## src/rtl/az_pulse_gen.sv

```systemverilog
// Autozero pulse generator for the synchronous front-end.
// A pulse can come from a single-shot trigger or from a free-running
// programmable period. While busy_veto is high a pulse never starts; the
// request is held in PEND and issued on the first cycle the veto is low.
// The period counter is reloaded when a pulse starts, so periodic pulses
// are spaced rising edge to rising edge, and a vetoed pulse moves the ones after it.
module az_pulse_gen #(
  parameter int CNT_W  = 12,
  parameter int WID_W  = 6,
  parameter int PCNT_W = 8
) (
  input  logic              clk,
  input  logic              reset_b,
  input  logic              enable,
  input  logic [CNT_W-1:0]  period,
  input  logic [WID_W-1:0]  width,
  input  logic              trigger,
  input  logic              busy_veto,
  output logic              pulse,
  output logic [PCNT_W-1:0] pulse_cnt,
  output logic              missed
);

  typedef enum logic [1:0] {
    IDLE  = 2'd0,
    WAIT  = 2'd1,
    PEND  = 2'd2,
    PULSE = 2'd3
  } state_t;

  state_t              state_q;
  logic [CNT_W-1:0]    cnt_q;
  logic [WID_W-1:0]    wcnt_q;
  logic                pulse_q;
  logic                missed_q;
  logic [PCNT_W-1:0]   pcnt_q;

  logic [WID_W-1:0]    w_eff;
  logic [CNT_W-1:0]    p_load;
  logic                per_on;

  // A width of 0 still produces a one-cycle pulse.
  function automatic logic [WID_W-1:0] eff_width(input logic [WID_W-1:0] w);
    return (w == '0) ? WID_W'(1) : w;
  endfunction

  // The period is stretched to W+1 so there is always at least one low cycle.
  function automatic logic [CNT_W-1:0] eff_period(input logic [CNT_W-1:0] p,
                                                  input logic [WID_W-1:0] w);
    logic [CNT_W-1:0] min_p;
    min_p = CNT_W'(w) + CNT_W'(1);
    return (p < min_p) ? min_p : p;
  endfunction

  // Effective width and period-counter load value from the current inputs.
  always_comb begin
    w_eff  = eff_width(width);
    p_load = eff_period(period, w_eff) - CNT_W'(1);
    per_on = enable && (period != '0);
  end

  // Control FSM. The pulse, missed and count outputs are all registered here.
  always_ff @(posedge clk or negedge reset_b) begin
    if (!reset_b) begin
      state_q  <= IDLE;
      cnt_q    <= '0;
      wcnt_q   <= '0;
      pulse_q  <= 1'b0;
      missed_q <= 1'b0;
      pcnt_q   <= '0;
    end else begin
      missed_q <= 1'b0;
      unique case (state_q)
        IDLE: begin
          if (trigger) begin
            if (!busy_veto) begin
              state_q <= PULSE;
              pulse_q <= 1'b1;
              wcnt_q  <= w_eff - WID_W'(1);
              cnt_q   <= p_load;
            end else begin
              state_q <= PEND;
            end
          end else if (per_on) begin
            state_q <= WAIT;
            cnt_q   <= p_load;
          end
        end
        WAIT: begin
          // A trigger and a period expiry on the same cycle give a single pulse.
          if (trigger || (cnt_q == '0)) begin
            if (!busy_veto) begin
              state_q <= PULSE;
              pulse_q <= 1'b1;
              wcnt_q  <= w_eff - WID_W'(1);
              cnt_q   <= p_load;
            end else begin
              state_q <= PEND;
            end
          end else if (!enable) begin
            state_q <= IDLE;
            cnt_q   <= '0;
          end else begin
            cnt_q <= cnt_q - CNT_W'(1);
          end
        end
        PEND: begin
          // Triggers that arrive here merge into the pending request, and enable is ignored.
          if (!busy_veto) begin
            state_q <= PULSE;
            pulse_q <= 1'b1;
            wcnt_q  <= w_eff - WID_W'(1);
            cnt_q   <= p_load;
          end
        end
        PULSE: begin
          // A trigger during a pulse is dropped and flagged. The pulse is never extended.
          missed_q <= trigger;
          cnt_q    <= cnt_q - CNT_W'(1);
          if (wcnt_q == '0) begin
            pulse_q <= 1'b0;
            pcnt_q  <= pcnt_q + PCNT_W'(1);
            if (per_on) begin
              state_q <= WAIT;
            end else begin
              state_q <= IDLE;
              cnt_q   <= '0;
            end
          end else begin
            wcnt_q <= wcnt_q - WID_W'(1);
          end
        end
        default: begin
          state_q <= IDLE;
          pulse_q <= 1'b0;
        end
      endcase
    end
  end

  assign pulse     = pulse_q;
  assign pulse_cnt = pcnt_q;
  assign missed    = missed_q;

endmodule
```

## config.mk

```make
export PLATFORM = sky130hd
export DESIGN_NAME = az_pulse_gen
export DESIGN_NICKNAME = d
export VERILOG_FILES = /design/src/rtl/az_pulse_gen.sv
export SDC_FILE = /design/constraint.sdc
export NUM_CORES = 1
export LEC_CHECK = 0
export CORE_MARGIN = 4
export CORE_UTILIZATION = 50
export CTS_BUF_LIST = sky130_fd_sc_hd__clkbuf_16
export DETAILED_ROUTE_END_ITERATION = 12
export PLACE_DENSITY = 0.72
export SKIP_LAST_GASP = 1
export SLEW_MARGIN = 15
export SYNTH_ARGS = -nofsm -noshare
export SYNTH_HDL_FRONTEND = slang
export SYNTH_SLANG_ARGS = --single-unit
```

## constraint.sdc

```tcl
create_clock -name clk -period 2.5 [get_ports clk]
set_input_delay 0.75 -clock clk [delete_from_list [all_inputs] [get_ports clk]]
set_output_delay 0.75 -clock clk [all_outputs]
set_load 0.01 [all_outputs]
```

Word-level counts from Yosys, hierarchy flattened
Index checks and enable logic that the tools add are counted. Widths: inputs -> output; s select.

Bits in registers: 30. Bits in latches: 0. Memory bits (writable): 0. ROM bits: 0. Input bits: 23. Output and inout port bits: 10. Word-level logic and storage cells: 64. Memories kept: 0.

Add/subtract/negate cells: 6. Multiply operators: 0. Div/mod/pow operators: 0. Order comparisons: 1. Equal/unequal tests: 10. Shift-type cells: 0. Muxes and demuxes: 30. Bitwise gates (word level): 0. Reductions and logical operators: 11.

Operator list (count): $mux 12 (8); $pmux 12 s4 (1); $mux 6 (5); $pmux 6 s4 (1); $sub 12x1->12 const B (2); $logic_not 12->1 (1); $logic_not 6->1 (2); $lt 12x7->1 (1); $mux 2 (6); $reduce_bool 12->1 (1); $sub 6x1->6 const B (2); $ne 2x2->1 const B (5); $add 8x1->8 const B (1); $pmux 2 s4 (1); $add 6x1->7 const B (1); $mux 1 (7); $ne 3x3->1 const B (2); $reduce_and 3->1 (2); $eq 2x2->1 const B (2); $pmux 1 s4 (1); $reduce_and 4->1 (1); $eq 2x1->1 const B (1); $logic_not 2->1 (1); $reduce_and 2->1 (1); 2 further kinds (2).

Logic depth before layout (Yosys ltp)
Gate-level depths: netlist (run 1).

Word-level depth: 9. Gate-level depth with buffers: 20. Gate-level depth less buffers: 18.

Worst setup path before layout (run 1)
OpenSTA, ideal clock, no wires.

Path kind: input -> register. From: in width[2]. To: reg cnt_q[10]. Data arrival time: 4.109 ns. Required time: 2.374 ns. Slack: -1.735 ns. Stages on the path: 19. Buffers on the path: 2. Cells stage by stage: nand3_1 -> nor2_1 -> nand2_1 -> xor2_1 -> ha_1 -> a21o_2 -> a2111oi_4 -> o21a_1 -> buf_6 -> nand2_2 -> a21oi_2 -> ha_1 -> bufbuf_16 -> nand3_1 -> nor3_1 -> nand3_2 -> a211oi_2 -> xor2_1 -> a221o_1.

Longest elaborated chain between the ends: 9. Elaborated cells on any way between the ends: 11. Classes of those cells: add/sub (2); order compare (1); mux (7); reduce/logical (1).

Ends and longest elaborated chain: start, declared (line 16) `input logic [WID_W-1:0] width,`; $logic_not 6->1 (line 44) `return (w == '0) ? WID_W'(1) : w;`; $mux 6 (*) (line 44); $add 6x1->7 (*) (line 51) `min_p = CNT_W'(w) + CNT_W'(1);`; $lt 12x7->1 (line 52) `return (p < min_p) ? min_p : p;`; $mux 12 (*) (line 52); $sub 12x1->12 (*) (line 58) `p_load = eff_period(period, w_eff) - CNT_W'(1);`; $mux 12 (on tied branches); $mux 12 (on tied branches) (line 91, 75); $pmux 12 s4 (*) (line 73) `unique case (state_q)`; end signal, assigned (line 80) `cnt_q <= p_load;`; end signal, assigned (line 96) `cnt_q <= p_load;`; end signal, assigned (line 113) `cnt_q <= p_load;`; end, declared (line 32) `logic [CNT_W-1:0] cnt_q;`.

Mark *: on every way between the ends. The rest lies on a longest branch, timed or not. The select of a mux whose other input is x is not followed. A chain may end at the register's enable or synchronous reset.

Worst setup path in the final report (run 1)
From: in width[2]. To: reg cnt_q[4].

The elaborated chain is that of the path after synthesis.

==> results of run 1 <==
## registers in the layout, summed over array words and instances (netlist names)
| register | flops |
|---|---|
| pulse | 1 |
| pulse_cnt | 8 |
| wcnt_q | 6 |
| missed | 1 |
| state_q | 2 |
| cnt_q | 12 |
## power groups by stage
stage | logic, mW | registers, mW | clock network (mW)
finish | 1.72 | 0.937 | 0.579
global route | 1.87 | 0.956 | 0.603
CTS | 1.58 | 0.906 | 0.583
detailed placement | 1.53 | 0.906 | 0
global placement | 1.48 | 0.899 | 0
floorplan | 1.02 | 0.863 | 0
## cell usage after synthesis (3+ instances only)
cell	instances
sky130_fd_sc_hd__mux2_2	3
sky130_fd_sc_hd__o21a_1	5
sky130_fd_sc_hd__a21o_2	3
sky130_fd_sc_hd__xor2_1	12
sky130_fd_sc_hd__a21oi_1	32
sky130_fd_sc_hd__o22ai_1	6
sky130_fd_sc_hd__o21ai_0	15
sky130_fd_sc_hd__ha_1	11
sky130_fd_sc_hd__inv_1	5
sky130_fd_sc_hd__or2_2	5
sky130_fd_sc_hd__and3_1	4
sky130_fd_sc_hd__o31ai_1	6
sky130_fd_sc_hd__or3_4	3
sky130_fd_sc_hd__mux2i_1	4
sky130_fd_sc_hd__clkbuf_1	7
sky130_fd_sc_hd__a211oi_1	4
sky130_fd_sc_hd__nor3_1	15
sky130_fd_sc_hd__a31oi_1	6
sky130_fd_sc_hd__nand3_1	12
sky130_fd_sc_hd__clkbuf_8	3
sky130_fd_sc_hd__nand2_1	28
sky130_fd_sc_hd__nor2_1	40
sky130_fd_sc_hd__xnor2_1	9
sky130_fd_sc_hd__nand4_1	6
sky130_fd_sc_hd__dfrtp_1	30
## layer usage
layer	vias to the layer above	routed length, µm	GRT usage
met3	66	815	0.0506
met4	0	612	0.123
met1	1605	4300	0.365
met2	188	5000	0.466
li1	1512	-	-
met5	-	0	0
## cell type report
class | count | area share
well taps | 72 | 0.0207
multi-input cells | 287 | 0.519
flip-flops and latches | 30 | 0.172
clock buffers | 5 | 0.0287
clock inverters | 3 | 0.00373
inverters | 5 | 0.00431
repair buffers | 130 | 0.251
## timing repair
item,4_1_cts,5_1_grt
buffers inserted,16,5
hold buffers,0,0
pin swaps,33,25
resized for setup,65,27
endpoints found under the setup margin,17,16
## final timing paths
kind / startpoint / to
max reg2reg: cnt_q[0]$_DFFE_PN0N_ / cnt_q[5]$_DFFE_PN0N_
max: width[2] / cnt_q[4]$_DFFE_PN0N_
max in group asynchronous: reset_b / cnt_q[0]$_DFFE_PN0N_
min reg2reg: pulse_cnt[7]$_DFFE_PN0P_ / pulse_cnt[7]$_DFFE_PN0P_
min: pulse_cnt[7]$_DFFE_PN0P_ / pulse_cnt[7]$_DFFE_PN0P_
min in group asynchronous: reset_b / cnt_q[10]$_DFFE_PN0N_
## per-stage QoR
step                hold WS [ns]   util  setup TNS, ns  power, mW  area [µm²]
detailed placement         0.463  0.689         -21.12       2.43        3800
global route               0.509  0.791         -11.61       3.43        4360
finish                     0.466  0.791         -10.16       3.24        4360
floorplan                  0.454      -          -9.41       1.89        2900
global placement           0.460  0.689         -19.45       2.38        3800
CTS                        0.473  0.760          -9.56       3.07        4180
## logic make-up (layout without fill, tap and decap cells)
logic type,Yosys count,in the layout,share of synthesized area
simple gates,139,139,0.267
compound gates,109,109,0.274
flops,30,30,0.266
xor+xnor,21,21,0.0652
buf+inv,20,143,0.0537
fa+ha+maj,11,11,0.0488
mux,7,7,0.0262
==> results.txt, run 1 <==
The run finished, with violations left. The final reports fail on negative setup slack. In this run the clock root is driven by a sky130_fd_sc_hd__clkbuf_16. The worst register-to-register path has a depth of 10. Among the stages of the critical path, the cell type that occurs most often is sky130_fd_sc_hd__nor2_4. The internal power consumption is 1.85 mW. After synthesis the cells add up to 0.00282 mm². For the fill cell total of the finished layout, the log shows 338.

Data on the critical path arrives at its endpoint at 3.91 ns. Critical path capture point type: a flip-flop. The region available for standard cell placement spans 0.00551 mm². The number of H-tree branching levels is 2, and the number of global-route vias before repair is 3179. The tools report the starting density of the core as 0.512. The first TritonRoute pass finished after 6 iterations. The clock passes through at most 2 buffers. TritonCTS built the clock tree.

The logs give 0.946 for the final weighted congestion of routability-driven global placement and 10700 µm for the final wirelength. The number of clock buffers added by TritonCTS is 5. In this run the power spent charging and discharging nets is 1.39 mW. The critical path runs through a total of 19 cells.

The path class of the tightest hold or removal check is flip-flop to flip-flop. The worst setup margin is -1.22 ns. Ranked by total cell area, the synthesized netlist is headed by sky130_fd_sc_hd__dfrtp_1, sky130_fd_sc_hd__a21oi_1, sky130_fd_sc_hd__nor2_1. Share of synthesized area occupied by flip-flops and latches: 0.266. The logs give 0.679 for the headroom to the max-slew limit and 33 for the number of top-level design ports.

Launching element type of the critical path: a primary input. The ratio of final minimum period to clock period works out to 1.49. The full die area is 0.00691 mm². The area used by multi-input combinational logic is 0.00226 mm². The final layout contains 493 nets.

The first global-routing pass estimated 16100 µm of wire. The run gives 337 as the synthesized netlist cell count. The worst hold path cell count was 1; the sequential cell area in the final layout was 751 µm². The number of warnings issued by yosys came out at 0. The predominant post-synthesis flop cell is sky130_fd_sc_hd__dfrtp_1.

In this design, the stage delay of the slowest critical-path cell is 0.31 ns. The buffering stage count on the worst path with inverters included was 2; the maximum frequency from static timing analysis was 0.269 GHz. The initialized floorplan defines 27 standard-cell rows.

The part of the total power dissipated in combinational logic is 0.532, and the share of the synthesized area in the top cell type is 0.266. The number of antenna diodes in the final layout is 0. The switching power share of the total was 0.428. The cell taking the most area after synthesis is sky130_fd_sc_hd__dfrtp_1. The combined global-route utilization of all metal layers is 0.284, and the clock latency on the worst-skew pair is 0.27 ns. After detailed routing, the number of remaining DRC violations is 0. The cell family with the largest share of critical-path delay was compound AO/OA/AOI/OAI gates.

During placement, the flow inserted port buffers numbering 32. The critical path in this run is classified as primary input to flip-flop. The proportion of register bits with asynchronous set or reset after synthesis is 1.00, and the post-synth net total is 371.

From bottom edge to top edge, the die measures 83.1 µm. Counting distinct cell types in the post-synthesis netlist gives 73. Across the VDD grid, the largest voltage drop is 708 µV.

The number of max-slew violations in the final report is 0. Setup repair after global routing could not meet its margin everywhere. On the final layout, the worst clock skew is 0.00295 ns. The setup slack on the worst flop-to-flop path was 0.08 ns. Summed over all layers, the global routing overflow is 0. The most common cell after layout, fill and taps aside was sky130_fd_sc_hd__buf_4.

After detailed routing, the average wire length per cell comes to 20.2 µm. The count of clock tree sinks is 30. Once layout is complete, the cells apart from fillers number 532. The synthesized design contains 0 enable-type register cells.

Fraction of power consumed by the clock network: 0.179. Among all stages on the critical path, the largest delay is contributed by sky130_fd_sc_hd__a2111oi_4. The wire-length estimate of the detail-placed layout is 6750 µm.

The tool flagged a number of max-cap violations equal to 0. The run gives 0 as the initial antenna violation count. The signal on the critical path passes through buf_8, nand3_4, nor2_4, nand2_2, xor2_1, ha_1, a21o_2, a2111oi_4, o21a_2, nand2_8, nor2_4, a21oi_4, ha_4, buf_6, o31ai_2, xnor2_1, mux2i_1, o22ai_1, a21oi_1. The clock edge transition at the registers on the reported setup and hold paths is 0.05 ns, and the final setup violation count is 12.

The share of total power in sequential cells was 0.289. Each instance of the synthesized netlist takes up on average 8.37 µm². Before CTS, the worst setup slack after placement is -1.97 ns. The detailed router placed 3371 vias in this run.

In this run, synthesis produced a sequential element count of 30. The required time at the endpoint of the critical path was 2.69 ns. The die span in x was 83.1 µm; the leakage power summed over all cells was 1.83 nW. In the layout the commonest cells are sky130_fd_sc_hd__buf_4, sky130_fd_sc_hd__nor2_1, sky130_fd_sc_hd__dfrtp_1. In this run, placement finished with an instance count of 508.

The first routing iteration left 464 violations. The fraction of final layout cells with drive strength greater than 1 was 0.413. Final antenna-violating net count: 0.

The area overhead of the layout relative to synthesis was 54.5%; the pin count of the biggest net entering global routing was 31. At the pin with the least slew margin, the transition time is 0.478 ns. Dividing the detail-routed via count by the number of cells gives 6.34. The power density normalized to cell area came out at 743 mW/mm². Time the final worst path needs with I/O delays and setup: 3.72 ns. The total count of hold-check failures in the final report came out at 0. Largest fanout of any net on the critical path: 4.
(Power assumes the default switching activity.)
==> run 2: changes to the inputs <==
- CORE_UTILIZATION: 50 -> 49
- PLACE_DENSITY: 0.72 -> 0.7
==> run 2 against run 1 <==
The flow still finishes with violations (negative setup slack). Highest routed layer unchanged. Sequential share of layout area is 0.52 points lower. Worst hold slack better by 0.00057 ns. Routed wire length is 10% higher. Critical path depth is 1 higher. Largest power group unchanged. Critical path type unchanged. Count of clock-buffer cells in the layout stayed put. Setup slack worse by 0.22 ns.
==> results.txt, run 2 (synthesized netlist as in run 1, its figures left out) <==
The worst hold path terminates at pulse_cnt[7]$_DFFE_PN0P_. The total DRC errors in the routed layout is 0, and the number of maximum-capacitance constraint violations is 0. Walking the worst path, the cells encountered are buf_8, nand3_4, buf_4, buf_6, buf_4, xnor2_2, ha_1, nand3_1, nor2_2, o21a_1, nor3_2, buf_4, a21oi_4, ha_4, nand3_4, nor3_4, nand3_2, a211oi_2, xor2_1, a221o_1.

The clock latency on the worst-skew pair was 0.28 ns. For the setup total negative slack, the log shows -11.71 ns. In the layout the commonest cells are sky130_fd_sc_hd__buf_4, sky130_fd_sc_hd__nor2_1, sky130_fd_sc_hd__dfrtp_1.

The number of top-level design ports was 33. Type of the worst setup path: primary input to flip-flop. The starting density of the core is 0.509. The tools report the setup slack on the worst flop-to-flop path as 0.01 ns. At the end of routability-driven placement, the weighted congestion stood at 0.990.

The register with the most flip-flops in the layout has 12 of them. The first global-routing pass estimated 16200 µm of wire. Most common cell after layout, fill and taps aside: sky130_fd_sc_hd__buf_4. The post-route standard cell area excluding fillers is 0.00449 mm². For the headroom to the max-slew limit, the log shows 0.535.

The worst register-to-register path ends at wcnt_q[3]$_DFFE_PN0P_. The maximum cell stage delay along the critical path came out at 0.33 ns. Broken down by cell family, the worst path's largest delay share belongs to simple AND/OR/NAND/NOR gates.

After floorplanning, the core was sized to cover 0.00554 mm². In this run the core area contains 27 standard-cell rows. Data on the critical path is required at its endpoint by 2.66 ns. Full die area: 0.00704 mm². For the part of the total power dissipated in combinational logic, the log shows 0.509. The most numerous cell type found on the critical path is sky130_fd_sc_hd__buf_4. The number of buffers and inverters on the critical path is 5. Counting flops per register, the top entry is cnt_q. Dividing total power by cell area gives a power density of 778 mW/mm².

On the final layout, the worst clock skew is 0.00458 ns. For this design, the slowest cell found on the critical path is sky130_fd_sc_hd__ha_1. Critical path capture point type: a flip-flop. Counting cells, the worst reg-to-reg path comes to 9.

Placed wire-length estimate: 6940 µm. For this design the total switching power over the nets is 1.42 mW. Internal power comes to 2.07 mW. In the final design database the tool counted 500 nets. The run finished, with violations left. The tools report the count of clock tree sinks as 30.

Before antenna repair, the detailed router went through 7 iterations. The worst setup margin was -1.44 ns. Fraction of final layout cells with drive strength greater than 1: 0.424. The worst hold path cell count came out at 1.

The initial antenna violation count is 1. The sum of overflow across all layers after global routing was 0; the total CTS buffers was 5. The height of the chip works out to 83.9 µm. Setup violations remaining at the end of the flow were counted as 13. The switching power share of the total is 0.407, and the fraction of power consumed by the clock network is 0.225. The run gives 3548 as the total number of vias. Data on the critical path arrives at its endpoint at 4.10 ns. The pin count of the biggest net entering global routing is 31.

In this run the number of H-tree levels came out at 2. For this design the static power due to leakage is 1.94 nW. The share of total power in sequential cells was 0.266; the maximum frequency from static timing analysis was 0.254 GHz. Launch point of the worst hold path: pulse_cnt[7]$_DFFE_PN0P_. The largest fanout of any net on the critical path works out to 4.

For the peak supply drop, the log shows 742 µV. The final reports fail on negative setup slack. For the pin with the worst max-slew slack, the measured transition is 0.679 ns. From synthesis to final layout, the design area changed by 59.3%. The run gives 0.282 as the combined global-route utilization of all metal layers. The number of max-slew violations in the final report was 0. The ratio of final minimum period to clock period is 1.58, and the time the final worst path needs with I/O delays and setup is 3.94 ns. After clock tree synthesis, the clock-pin slew on the worst setup and hold paths is 0.05 ns. The logs give 0 for the total count of hold-check failures in the final report and 3.49 mW for the post-route total power. TritonCTS built the clock tree.

The instance area at placement is 0.00380 mm², and the number of global-route vias before repair is 3269. The run gives 0 as the final antenna-violating net count. The detailed router finished its first iteration with 570 violations. The count of buffers added on input and output ports is 32. The cell sitting at the root of the clock tree is a sky130_fd_sc_hd__clkbuf_16. Setup repair after global routing could not meet its margin everywhere. After detailed routing, the average wire length per cell comes to 21.9 µm. In the routed layout, each cell is associated on average with a via count of 6.57. The launching element type of the critical path is a primary input. The worst hold path belongs to the class flip-flop to flip-flop. The tools report the maximum root-to-sink buffer count as 2. The reg-to-reg critical path startpoint was cnt_q[0]$_DFFE_PN0N_.

After detailed routing, the total wire length is 11800 µm. The die span in x came out at 83.9 µm.
run 2: changes by cell type in the layout (fill, tap and decap cells not counted), moves of 2 or more:
cell / previous run / this run
sky130_fd_sc_hd__dlymetal6s2s_1: 0 / 6
sky130_fd_sc_hd__buf_8: 1 / 3
sky130_fd_sc_hd__buf_6: 12 / 16
sky130_fd_sc_hd__clkdlybuf4s50_1: 25 / 19
sky130_fd_sc_hd__o31ai_1: 4 / 6
sky130_fd_sc_hd__bufinv_16: 0 / 2
sky130_fd_sc_hd__a21oi_1: 26 / 22
sky130_fd_sc_hd__nor2_4: 3 / 1
sky130_fd_sc_hd__a21oi_2: 3 / 7
run 2: worst max-delay path by stage:
| stage | slack [ns] | to | cells past startpoint | startpoint |
|---|---|---|---|---|
| 2_1_floorplan | -1.45 | cnt_q[10]$_DFFE_PN0N_ | 19 | width[2] |
| 6_report | -1.44 | cnt_q[10]$_DFFE_PN0N_ | 20 | width[2] |
| 4_1_cts | -1.09 | cnt_q[10]$_DFFE_PN0N_ | 19 | width[2] |
| 3_3_place_gp | -1.87 | cnt_q[10]$_DFFE_PN0N_ | 18 | width[1] |
| 5_1_grt | -1.65 | cnt_q[10]$_DFFE_PN0N_ | 20 | width[2] |
| 3_5_place_dp | -2.01 | cnt_q[10]$_DFFE_PN0N_ | 18 | width[1] |
run 2: what timing repair did:
| item | CTS | global route |
|---|---|---|
| setup endpoints to repair | 17 | 17 |
| endpoints found under the hold margin | 0 | 0 |
| buffers inserted | 16 | 9 |
| resized for setup | 63 | 46 |
| hold buffers | 0 | 0 |
| cloned | 0 | 0 |
| pin swaps | 28 | 23 |
run 2: layout make-up:
type	count	area, µm²
Multi-Input combinational cell	287	2260
Antenna cell	1	2.50
Sequential cell	30	751
Clock inverter	3	63.8
Inverter	5	18.8
Tap cell	72	90.1
Clock buffer	5	125
Timing Repair Buffer	137	1180
Fill cell	338	1050
run 2: metal layers:
metal  GRT usage  part of all wire
met3      0.0484             0.094
met1       0.365              0.36
met5           0                 0
met2       0.458              0.46
met4       0.126             0.085
run 2: through the flow:
stage / hold slack, ns / instances / utilization / setup WS [ns]
after floorplan: 0.454 / 337 / - / -1.45
after global placement: 0.461 / 508 / 0.685 / -1.87
after detailed placement: 0.465 / 508 / 0.685 / -2.01
after CTS: 0.473 / 531 / 0.764 / -1.09
after global routing: 0.524 / 540 / 0.811 / -1.65
final: 0.466 / 540 / 0.811 / -1.44
run 2: power groups by stage:
| stage | registers, mW | logic [mW] | clock network (mW) |
|---|---|---|---|
| finish | 0.929 | 1.78 | 0.786 |
| global route | 0.955 | 1.91 | 0.813 |
| CTS | 0.910 | 1.60 | 0.787 |
| detailed placement | 0.914 | 1.54 | 0 |
| global placement | 0.912 | 1.50 | 0 |
| floorplan | 0.863 | 1.02 | 0 |
==> run 3: changes to the inputs <==
- CAP_MARGIN: unset -> 20
==> results of run 3 <==
No change in the layout: final DEF, timing and power equal those of run 2.
